$ cat config.mk
export PLATFORM = sky130hd
export DESIGN_NAME = program_loader_flat
export DESIGN_NICKNAME = d
export VERILOG_FILES = /design/src/rtl/program_loader_if.sv /design/src/rtl/program_loader.sv /design/src/flat_wrapper.sv
export SDC_FILE = /design/constraint.sdc
export NUM_CORES = 1
export LEC_CHECK = 0
export ABC_AREA = 1
export CAP_MARGIN = 20
export CORE_ASPECT_RATIO = 1.75
export CORE_MARGIN = 2
export CORE_UTILIZATION = 55
export CTS_CLUSTER_SIZE = 40
export DETAILED_ROUTE_END_ITERATION = 7
export GPL_TIMING_DRIVEN = 0
export PLACE_DENSITY = 0.78
export SLEW_MARGIN = 25
export SYNTH_ARGS = -nofsm -noshare
export SYNTH_HDL_FRONTEND = slang
export SYNTH_SLANG_ARGS = --single-unit
$ cat constraint.sdc
create_clock -name clk -period 2.9 [get_ports clk]
set_clock_uncertainty 0.2 [all_clocks]
set_input_delay 0.58 -clock clk [delete_from_list [all_inputs] [get_ports clk]]
set_output_delay 0.58 -clock clk [all_outputs]
set_load 0.02 [all_outputs]
$ cat src/rtl/program_loader_if.sv
// Stream-in / instruction-memory-out bus for the boot program loader.
// The slave side is the loader itself; the master side is the byte source
// plus the instruction memory that observes the write strobe.
interface program_loader_if #(
  parameter int ADDR_W = 12
);
  logic              in_valid;
  logic [7:0]        in_data;
  logic              in_ready;
  logic              imem_we;
  logic [ADDR_W-1:0] imem_addr;
  logic [31:0]       imem_wdata;

  modport master (
    output in_valid,
    output in_data,
    input  in_ready,
    input  imem_we,
    input  imem_addr,
    input  imem_wdata
  );

  modport slave (
    input  in_valid,
    input  in_data,
    output in_ready,
    output imem_we,
    output imem_addr,
    output imem_wdata
  );
endinterface

$ cat src/rtl/program_loader.sv
// Boot-time program loader: takes a 2-byte little-endian length header and
// that many payload bytes, packs them little-endian into 32-bit words and
// writes each word to instruction memory. cpu_enable goes high (sticky)
// once the whole image is stored; an oversized header latches error.
module program_loader #(
  parameter int ADDR_W    = 12,
  parameter int MEM_BYTES = 4096,
  parameter int LEN_W     = 16
) (
  input  logic              clk,
  input  logic              rst,
  program_loader_if.slave   bus,
  output logic              cpu_enable,
  output logic              busy,
  output logic              error,
  output logic [ADDR_W-2:0] words_written
);

  localparam logic [2:0] HDR_LO = 3'd0;
  localparam logic [2:0] HDR_HI = 3'd1;
  localparam logic [2:0] DATA   = 3'd2;
  localparam logic [2:0] WRITE  = 3'd3;
  localparam logic [2:0] DONE   = 3'd4;
  localparam logic [2:0] ERR    = 3'd5;

  localparam logic [LEN_W:0] MAX_LEN = (LEN_W + 1)'(MEM_BYTES);

  logic [2:0]        state;
  logic [LEN_W-1:0]  len;
  logic [LEN_W-1:0]  byte_count;
  logic [LEN_W-1:0]  count_inc;
  logic [LEN_W-1:0]  hdr_len;
  logic [31:0]       asm_word;
  logic [31:0]       next_word;
  logic [1:0]        lane;
  logic [ADDR_W-1:0] count_addr;
  logic [ADDR_W-1:0] word_addr;
  logic              transfer;

  // Ready is forced low while reset is held so no byte can slip in during reset.
  assign bus.in_ready = rst && ((state == HDR_LO) || (state == HDR_HI) || (state == DATA));
  assign busy         = (state == HDR_HI) || (state == DATA) || (state == WRITE);
  assign transfer     = bus.in_valid && bus.in_ready;
  assign count_inc    = byte_count + 1'b1;
  assign hdr_len      = LEN_W'({bus.in_data, len[7:0]});
  assign lane         = byte_count[1:0];
  assign count_addr   = ADDR_W'(byte_count);
  assign word_addr    = {count_addr[ADDR_W-1:2], 2'b00};

  // Merge the incoming byte into its lane; lane 0 starts a fresh word so no stale bytes survive.
  always_comb begin
    next_word = (lane == 2'b00) ? 32'h0 : asm_word;
    next_word[{lane, 3'b000} +: 8] = bus.in_data;
  end

  // Header decode, byte packing, word write strobe and the sticky status flags.
  always_ff @(posedge clk or negedge rst) begin
    if (!rst) begin
      state          <= HDR_LO;
      len            <= '0;
      byte_count     <= '0;
      asm_word       <= '0;
      bus.imem_we    <= 1'b0;
      bus.imem_addr  <= '0;
      bus.imem_wdata <= '0;
      cpu_enable     <= 1'b0;
      error          <= 1'b0;
      words_written  <= '0;
    end else begin
      bus.imem_we <= 1'b0;
      case (state)
        HDR_LO: begin
          if (transfer) begin
            len   <= LEN_W'(bus.in_data);
            state <= HDR_HI;
          end
        end
        HDR_HI: begin
          if (transfer) begin
            len        <= hdr_len;
            byte_count <= '0;
            if (hdr_len == '0) begin
              state      <= DONE;
              cpu_enable <= 1'b1;
            end else if ({1'b0, hdr_len} > MAX_LEN) begin
              state <= ERR;
              error <= 1'b1;
            end else begin
              state <= DATA;
            end
          end
        end
        DATA: begin
          if (transfer) begin
            byte_count <= count_inc;
            asm_word   <= next_word;
            if ((lane == 2'b11) || (count_inc == len)) begin
              state          <= WRITE;
              bus.imem_we    <= 1'b1;
              bus.imem_addr  <= word_addr;
              bus.imem_wdata <= next_word;
            end
          end
        end
        WRITE: begin
          words_written <= words_written + 1'b1;
          if (byte_count == len) begin
            state      <= DONE;
            cpu_enable <= 1'b1;
          end else begin
            state <= DATA;
          end
        end
        DONE: state <= DONE;
        ERR:  state <= ERR;
        default: state <= HDR_LO;
      endcase
    end
  end

endmodule

$ cat src/flat_wrapper.sv
// flat-port wrapper written by rule: the top's interface ports become plain ports
module program_loader_flat 
#(
  parameter int ADDR_W    = 12,
  parameter int MEM_BYTES = 4096,
  parameter int LEN_W     = 16
)
  (clk, rst, cpu_enable, busy, error, words_written, bus_in_valid, bus_in_data, bus_in_ready, bus_imem_we, bus_imem_addr, bus_imem_wdata);
  program_loader_if #(.ADDR_W(ADDR_W)) bus_i ();
  input  logic clk;
  input  logic rst;
  output logic cpu_enable;
  output logic busy;
  output logic error;
  output logic [ADDR_W-2:0] words_written;
  input wire logic [$bits(bus_i.in_valid)-1:0] bus_in_valid;
  input wire logic [$bits(bus_i.in_data)-1:0] bus_in_data;
  output wire logic [$bits(bus_i.in_ready)-1:0] bus_in_ready;
  output wire logic [$bits(bus_i.imem_we)-1:0] bus_imem_we;
  output wire logic [$bits(bus_i.imem_addr)-1:0] bus_imem_addr;
  output wire logic [$bits(bus_i.imem_wdata)-1:0] bus_imem_wdata;
  assign bus_i.in_valid = bus_in_valid;
  assign bus_i.in_data = bus_in_data;
  assign bus_in_ready = bus_i.in_ready;
  assign bus_imem_we = bus_i.imem_we;
  assign bus_imem_addr = bus_i.imem_addr;
  assign bus_imem_wdata = bus_i.imem_wdata;
  program_loader #(.ADDR_W(ADDR_W), .MEM_BYTES(MEM_BYTES), .LEN_W(LEN_W)) u_core (.clk(clk), .rst(rst), .bus(bus_i), .cpu_enable(cpu_enable), .busy(busy), .error(error), .words_written(words_written));
endmodule
# After elaboration in Yosys (flattened, before gate mapping)
# Cells that the tools add are included.
# classes
add_sub_neg,3
order_cmp,1
n_eq_ne,14
shifts,2
muxes,23
n_bitwise,2
reduce_logical,21
# ops
operator,count
$mux 16,4
$pmux 16 s2,2
$bwmux 32,1
$eq 16x16->1,2
$mux 32,1
$shift 8x7->32 const A,1
$shiftx 8x7->32,1
$mux 3,7
$pmux 3 s6,1
$add 16x1->16 const B,1
$gt 16x13->1 const B,1
$logic_not 16->1,1
$reduce_and 3->1,4
$reduce_and 4->1,3
$add 11x1->11 const B,1
$neg 5->7,1
$eq 3x2->1 const B,2
$eq 3x3->1 const B,2
$mux 1,6
$ne 2x1->1 const B,3
$ne 2x2->1 const B,3
$reduce_bool 2->1,3
$logic_or 1x1->1,5
$eq 3x1->1 const B,1
7 further kinds,9
# word_totals
ff_bits,123
inputBits,11
wordCells,77

# Logic depth before layout (Yosys ltp)
# Gate-level depths: netlist (run 1).
# logic_depth
ltp_word,7
depth_mapped,17

# Worst setup path before layout (run 1)
# OpenSTA, ideal clock, no wires.
# synth_path
kind,input to register
startpoint,in rst
endpoint,reg u_core.len[5]
setup_ns,0.083
t_arrival_ns,2.013
slack_ns,0.604
path_stages,7
cell_sequence,nand2_1 nor2_1 nand2_1 nor4_2 clkbuf_1 nand3_1 o21ai_0
# synth_between
elab_chain_cells,3
# synth_rtl
element,line,rtl
start: declaration,flat_wrapper.sv:11,input logic rst;
$logic_and 1x1->1,program_loader.sv:41,assign bus.in_ready = rst && ((state == HDR_LO) || (state == HDR_HI) || (state == DATA));
net bus_in_ready,flat_wrapper.sv:18,output wire logic [$bits(bus_i.in_ready)-1:0] bus_in_ready;
$logic_and 1x1->1,program_loader.sv:43,assign transfer = bus.in_valid && bus.in_ready;
$reduce_and 3->1 (no source line),n/a,
end signal: assignment,program_loader.sv:74,len <= LEN_W'(bus.in_data);
end signal: assignment,program_loader.sv:80,len <= hdr_len;
end: declaration,program_loader.sv:29,logic [LEN_W-1:0] len;
# The timed path passes the listed nets, and every way through them passes these cells.
# A chain may end at the register's enable or synchronous reset.

# Worst setup path after layout (run 1)
# layout_path
startpoint,reg u_core.byte_count[1]
endpoint,reg u_core.bus.imem_wdata[16]
# layout_between
elab_chain_cells,4
word_cells_on_any_way,11
classes_between,add/sub: 2; eq/ne: 2; shift: 2; mux: 2; reduce/logical: 3
# layout_rtl
element,line,rtl
start: declaration,program_loader.sv:30,logic [LEN_W-1:0] byte_count;
start signal: assignment,program_loader.sv:95,byte_count <= count_inc;
$add 16x1->16,program_loader.sv:44,assign count_inc = byte_count + 1'b1;
$eq 16x16->1,program_loader.sv:97,if ((lane == 2'b11) || (count_inc == len)) begin
$logic_or 1x1->1,program_loader.sv:97,
$reduce_and 3->1 (no source line),n/a,
end signal: assignment,program_loader.sv:101,bus.imem_wdata <= next_word;
end: declaration,program_loader_if.sv:29,output imem_wdata
# Several ways; a longest one is shown, not always the timed one.

==> results.txt, run 1 <==
clk buf depth = 2
Netlist cell types = 38
IO Count = 71
met2 Resource Use GR = 54.47%
R2R Setup Slk = 0.14 ns
vias in the first global route = 5701
core box area = 11040 sq um
Die Area = 12120 sq um
n_diodes = 0
clk root buf = clkbuf_16
overflow left after global routing = 0
met1 usage = 32.80%
TritonCTS clock tree = done
register area share after synthesis = 49.85%
Netlist Area Pre-Place = 6175 sq um
Startpoint Class = flop
DR WL/cell = 17.23 um
fillcell total = 895
Max Slew Vio Count = 0
Pwr Total = 6.884 mW
final instance area = 7695 sq um
largest net degree at the start of global routing = 69
worst-path fanout max = 10
synthesis-to-layout area growth = 24.62%
status = finished, violations left
routability cong. = 0.9144
power per cell area = 894.6 nW/um^2
nets@finish = 866
CP Data Required Time = 3.01 ns
slowest CP cell = dfrtp_2
DRC = 1
dpl cell area = 7057 sq um
Die Height = 144.2 um
CP endpoint kind = flop
Max-slew headroom = 56.12%
Final Cycle Share = 95.27%
Die X = 84.10 um
final setup fails = 0
starting DRC count in detailed routing = 470
Min-Delay Path Class = reg2reg
fin crit period = 2.763 ns
post-layout util = 69.70%
Num Clock Sinks = 123
Yosys warning count = 0
Sequential cell area = 3080 sq um
Post-Syn Instances = 757
final wirelength = 17130 um
Skew-Pair Late Insertion Delay = 0.42 ns
crit path cell chain = ha_2, nand3_2, inv_2, nand3_1, nand2_1, inv_1, nor2_1, nand2_1, nor2_1, nand2_2, nand2_4, nand2_4, buf_2, nand2_1, nand2_1
ANT nets after route = 0
DR pass1 iterations = 8
CTS HTree Levels = 4
Hold Path Depth = 2
Yosys reg bits = 123
critical path's most frequent cell = nand2_1
worst reg2reg path depth = 15
port bufs = 68
WHS Endpoint = u_core.bus.imem_wdata[3]
min-delay src = u_core.bus.imem_wdata[3]
largest incremental delay on the critical path = 0.43 ns
first-pass GRT wire length = 28030 um
Worst Path Arrival = 2.87 ns
starting density of the core = 55.93%
met3 usage = 5.080%
failing checks = DRC
via count = 5595
Multi-input gate area = 2592 sq um
RSZ-0062 raised after global routing = false
most used routing layer = met2
Max VDD drop = 0.6661 mV
Reg clk slew, reported paths = 0.06 ns
Critical R2R Launch = u_core.byte_count[1]
post-DR vias/cell = 5.629
gr usage total = 29.73%
final hold vios = 0
synthesized area per cell = 8.157 sq um
worst-margin pin slew = 0.6528 ns
r2r endpoint = u_core.bus.imem_wdata[16]
initial antenna violation count = 0
DP Wirelength = 12360 um
leak pwr = 3.749 nW
num rows = 51
CP Class = reg2reg
fmax = 361.9 MHz
max cap viols = 0
CTS Buf Count = 17
share of cells above drive strength 1 = 9.977%
[how the worst max path moves through the flow]
stage,start,end,cells past startpoint
floorplan,rst,u_core.len[5],7
global placement,rst,u_core.byte_count[2],7
detailed placement,u_core.state[2],busy,6
CTS,rst,bus_in_ready,5
global route,u_core.byte_count[1],u_core.bus.imem_wdata[13],14
finish,u_core.byte_count[1],u_core.bus.imem_wdata[16],15
[kinds of logic (layout without fill, tap and decap cells)]
| family | after synthesis | in the layout | share of synthesized area (%) |
|---|---|---|---|
| and+or+nand+nor | 347 | 347 | 24.38 |
| buffers and inverters | 129 | 233 | 8.571 |
| DFF | 123 | 123 | 49.85 |
| AOI/OAI and AO/OA | 120 | 120 | 11.53 |
| xor gates and xnor gates | 31 | 31 | 4.397 |
| adders and majority gates | 6 | 6 | 1.216 |
| other | 1 | 2 | 0.06073 |
[layer usage]
metal	wire (um)	part of all wire, %	vias up
met3	898	5.2	50
met2	9300	54	223
li1	-	-	2650
met4	760	4.4	0
met1	6173	36	2672
met5	0	0	-
[cell usage in the layout, fill, tap and decap left out, types with 2 or more instances in the layout]
master           count
nand2_1            206
dfrtp_1            121
inv_1               93
nand3_1             74
clkdlybuf4s50_1     65
o21ai_0             51
o22ai_1             35
nor2_1              32
xor2_1              17
clkbuf_16           17
buf_2               14
xnor2_1             14
nand4_1             13
clkbuf_1             9
a21oi_1              9
o32ai_1              8
o21ai_1              6
buf_4                6
inv_6                6
nor2_2               5
ha_1                 5
o21ai_2              4
clkinv_4             4
or2_2                3
buf_1                3
inv_2                3
o21bai_1             3
nor3_1               2
a31o_2               2
nand2_2              2
nand3_2              2
nor2_4               2
nand2_4              2
conb_1               2
clkinv_2             2
buf_16               2
dlymetal6s2s_1       2
dfrtp_2              2
[repair_timing]
item,CTS,global route
pin swaps,1,0
buffers inserted,1,0
hold buffers,2,0
gates resized for setup,3,8
hold endpoints to repair,55,0
endpoints found under the setup margin,2,48
[cell usage after synthesis, drive strengths merged]
| master | count | area, sq um |
|---|---|---|
| nand2 | 210 | 808.3 |
| dfrtp | 123 | 3078 |
| inv | 96 | 360.3 |
| nand3 | 76 | 390.4 |
| o21ai | 61 | 320.3 |
| nor2 | 39 | 166.4 |
| o22ai | 35 | 219.0 |
| buf | 23 | 130.1 |
| xor2 | 17 | 148.9 |
| xnor2 | 14 | 122.6 |
| nand4 | 13 | 81.33 |
| a21oi | 9 | 45.04 |
| clkbuf | 9 | 35.03 |
| o32ai | 8 | 70.07 |
| ha | 6 | 75.07 |
| nor3 | 3 | 15.01 |
| o21bai | 3 | 22.52 |
| or2 | 3 | 18.77 |
| a31o | 2 | 17.52 |
| nor4 | 2 | 18.77 |
| a2bb2oi | 1 | 8.760 |
| and3 | 1 | 6.260 |
| clkinv | 1 | 3.750 |
| conb | 1 | 3.750 |
| o221ai | 1 | 8.760 |
[final cells by class]
cell class              instances  share of cell area (%)
flip-flops and latches        123                   40.03
clock inverters                14                   1.756
well taps                     132                   2.146
multi-input cells             506                   33.69
plain buffers                  32                   2.146
repair buffers                 72                   9.919
clock buffers                  18                   5.577
inverters                      97                   4.732
[worst max-delay path: cells and delay by family (launching register included)]
| family | cells | cell delay (ns) |
|---|---|---|
| buf+inv | 3 | 0.41 |
| fa+ha+maj | 1 | 0.27 |
| flops | 1 | 0.43 |
| simple gates | 11 | 1.34 |
[sequential cells by signal, indices dropped and copies added (netlist names)]
register / cells
u_core.state: 3
u_core.len: 16
u_core.bus.imem_addr: 10
u_core.bus.imem_we: 1
u_core.words_written: 11
u_core.asm_word: 32
u_core.bus.imem_wdata: 32
u_core.cpu_enable: 1
u_core.byte_count: 16
u_core.error: 1
[through the flow]
stage	hold slack [ns]	worst slack, ns	instances	setup TNS (ns)
after CTS	0.2731	0.01430	994	0
after global routing	0.2899	0.004740	994	0
after global placement	0.2560	-4.176	958	-888.83
after detailed placement	0.2578	-0.02058	959	-0.02058
final	0.2685	0.1370	994	0
after floorplan	0.08441	0.6042	758	0
[report_power, final]
group / switching (mW) / internal (mW) / total (mW)
clock network: 0.841 / 1.19 / 2.04
logic: 1.58 / 0.835 / 2.41
registers: 0.281 / 2.16 / 2.44
total: 2.70 / 4.19 / 6.88
(Power assumes the default switching activity.)
==> inputs of run 2 (changes only) <==
- ABC_AREA: 1 -> unset
- PLACE_DENSITY: 0.78 -> 0.79
==> run 2 against run 1 <==
Against the previous run:
- the run ends with setup timing left
- hold slack worse by 0.26 ns
- first-iteration DRC count shrank 45%
- area after synthesis is 2.5% lower
- non-clock buffer count rose by 38
- flip-flop and latch count unchanged
- routed wire length is 5.0% lower
- final cell count fell by 20%
- sequential power decreased by 18%
- count of clock-buffer cells in the layout up 4
- largest power group is now clock
==> results.txt, run 2 <==
fillcell total = 639 (-29%)
overflow left after global routing = 0 (unchanged)
Post-synth top cells = 123 x dfrtp_1, 53 x a22o_1, 37 x nand2_1
Sequential cell area = 3087 sq um (+0.20%)
CP Class = reg2reg
Die X = 83.10 um (-1.2%)
gr usage total = 27.70% (-2.0 points)
Startpoint Class = flop
Critical R2R Launch = u_core.byte_count[0]
Max VDD drop = 0.4968 mV (-25%)
via count = 4848 (-13%)
routability cong. = 0.9490 (+3.8%)
TNS Setup = -2.583 ns (-2.583 ns)
ys async rst share = 100.0% (unchanged)
Num Clock Sinks = 123 (unchanged)
post-DR vias/cell = 6.121 (+8.7%)
CTS Buf Count = 17 (unchanged)
final wirelength = 16280 um (-5.0%)
leak pwr = 3.894 nW (+3.8%)
Post-synth EDFFs = 0 (unchanged)
Worst Setup SP = u_core.byte_count[0]
slowest CP cell = dfrtp_1
largest incremental delay on the critical path = 0.41 ns (-0.02 ns)
register area share after synthesis = 51.11% (+1.3 points)
failing checks = setup timing
dominant cells by area after synthesis = dfrtp_1 51%, a22o_1 7.7%, mux2_4 4.7%
status = finished, violations left
starting DRC count in detailed routing = 258 (-45%)
port bufs = 61 (-10%)
slack of the critical path = -0.1142 ns (-0.2513 ns)
biggest regs = u_core.asm_word: 32 flops, u_core.bus.imem_wdata: 32 flops
Netlist Area Pre-Place = 6022 sq um (-2.5%)
post-route insts no fill = 792 (-20%)
dpl cell area = 6872 sq um (-2.6%)
area leader, netlist = dfrtp_1
CP endpoint kind = flop
worst reg2reg path depth = 14 (-1)
Max-slew headroom = 56.61% (+0.49 points)
Reg clk slew, reported paths = 0.06 ns (about the same)
synthesized area per cell = 11.49 sq um (+41%)
worst-path fanout max = 7 (-3)
DR WL/cell = 20.56 um (+19%)
final instance area = 8177 sq um (+6.3%)
max cap viols = 0 (unchanged)
clk root buf = clkbuf_16
ANT nets after route = 0 (unchanged)
Post-Syn Instances = 524 (-31%)
DRC = 0 (-1)
DR pass1 iterations = 6 (-2)
Die Area = 11840 sq um (-2.4%)
initial antenna violation count = 0 (unchanged)
crit path cell chain = buf_6, ha_4, buf_8, buf_4, inv_4, a211oi_1, o31ai_2, nand4_1, nor4_4, o21ai_4, inv_4, buf_12, clkbuf_16, mux2_4
final hold vios = 0 (unchanged)
Die Height = 142.4 um (-1.2%)
share of Yosys cell area claimed by the top area cell type = 51.11% (+1.3 points)
IO Count = 71 (unchanged)
Skew-Pair Late Insertion Delay = 0.42 ns (about the same)
first-pass GRT wire length = 25810 um (-7.9%)
critical path's most frequent cell = inv_4
fin crit period = 3.014 ns (+0.2513 ns)
nets@finish = 666 (-23%)
most common cell in the netlist = dfrtp_1
worst-margin pin slew = 0.6465 ns (-0.006326 ns)
Max Slew Vio Count = 0 (unchanged)
final setup fails = 34 (+34)
commonest non-fill, non-tap cell in the layout = dfrtp_1
starting density of the core = 56.29% (+0.36 points)
power per cell area = 627.7 nW/um^2 (-30%)
CP Data Required Time = 3.00 ns (about the same)
Multi-input gate area = 2844 sq um (+9.7%)
pre-CTS WS = -0.6140 ns (-0.5934 ns)
n_diodes = 0 (unchanged)
vias in the first global route = 5023 (-12%)
clk buf depth = 2 (unchanged)
DP Wirelength = 10100 um (-18%)
placed cells = 717 (-25%)
largest net degree at the start of global routing = 47 (-32%)
commonest non-fill, non-tap cells in the layout = 116 x dfrtp_1, 59 x clkdlybuf4s50_1, 53 x a22o_1
share of cells above drive strength 1 = 26.13% (+16 points)
core box area = 10700 sq um (-3.1%)
Yosys reg bits = 123 (unchanged)
fmax = 331.8 MHz (-8.3%)
RSZ-0062 raised after global routing = true
synthesis-to-layout area growth = 35.78%
Main synth FF type = dfrtp_1
Yosys warning count = 0 (unchanged)
R2R Setup Slk = -0.11 ns (-0.25 ns)
Netlist cell types = 64 (+68%)
Worst Path Arrival = 3.11 ns (+0.24 ns)
TritonCTS clock tree = done
r2r endpoint = u_core.bus.imem_wdata[23]
num rows = 50 (-2.0%)
Final Cycle Share = 103.9% (+8.7 points)
Min-Delay Path Class = in2async
Pwr Total = 5.132 mW (-25%)
CTS HTree Levels = 4 (unchanged)
run 2: repair_timing:
item                                    in CTS  in global routing
hold buffers                                 3                  0
hold endpoints to repair                    46                  0
resized for setup                           31                 20
buffers inserted                            30                  9
gates cloned                                 2                  2
pin swaps                                   11                 15
endpoints found under the setup margin      59                 58
run 2: metal layers:
layer  up-vias  track usage [%]  wire (um)
met3        58            6.555        774
met4         0            15.10        602
met1      2452            31.01       6057
met2       181            48.47       8846
li1       2157                -          -
met5         -                0          0
run 2: cell families (layout without fill, tap and decap cells):
kind of cell	Yosys count	in the layout	synth area share, %
compound gates	129	129	16.25
xor+xnor	34	34	5.070
fa+ha+maj	6	6	1.247
buf+inv	45	182	3.781
flops	123	123	51.11
mux	44	44	9.391
other cells	1	2	0.06227
simple gates	142	142	13.09
run 2: report_power, final:
part	internal (mW)	total, mW	leakage [nW]	switching [mW]
logic	0.382	0.845	1.91	0.463
registers	1.86	2.00	1.67	0.147
clock network	1.51	2.28	0.307	0.777
total	3.74	5.13	3.89	1.39
run 2: layout make-up:
| type | count | share of cell area (%) |
|---|---|---|
| Buffer | 35 | 2.907 |
| Clock buffer | 22 | 5.800 |
| Clock inverter | 10 | 1.989 |
| Inverter | 8 | 0.4897 |
| Multi-Input combinational cell | 357 | 34.78 |
| Sequential cell | 123 | 37.75 |
| Tap cell | 130 | 1.989 |
| Timing Repair Buffer | 107 | 14.29 |
run 2: critical path, delay by kind of cell, from the launching register on:
family | cells | cell delay, ns
buffers and inverters | 7 | 0.81
AND/OR/NAND/NOR | 2 | 0.58
AO/OA/AOI/OAI | 3 | 0.44
flip-flops | 1 | 0.41
multiplexers | 1 | 0.29
adder cells (fa/ha/maj) | 1 | 0.16
run 2: per-stage QoR:
stage          utilization (%)  hold WS (ns)
2_1_floorplan                -       0.08441
3_3_place_gp             63.93        0.2612
3_5_place_dp             64.23        0.2668
4_1_cts                  74.74       0.02526
5_1_grt                  76.43       0.03451
6_report                 76.43      0.008776
run 2: worst max path at each step:
stage / end / slack, ns / cells after the start
6_report: u_core.bus.imem_wdata[23] / -0.11 / 14
2_1_floorplan: u_core.bus.imem_wdata[10] / 0.02 / 11
3_5_place_dp: u_core.len[6] / -0.61 / 8
5_1_grt: u_core.bus.imem_wdata[1] / -0.19 / 12
3_3_place_gp: u_core.bus.imem_wdata[30] / -4.92 / 6
4_1_cts: u_core.bus.imem_wdata[22] / -0.08 / 11
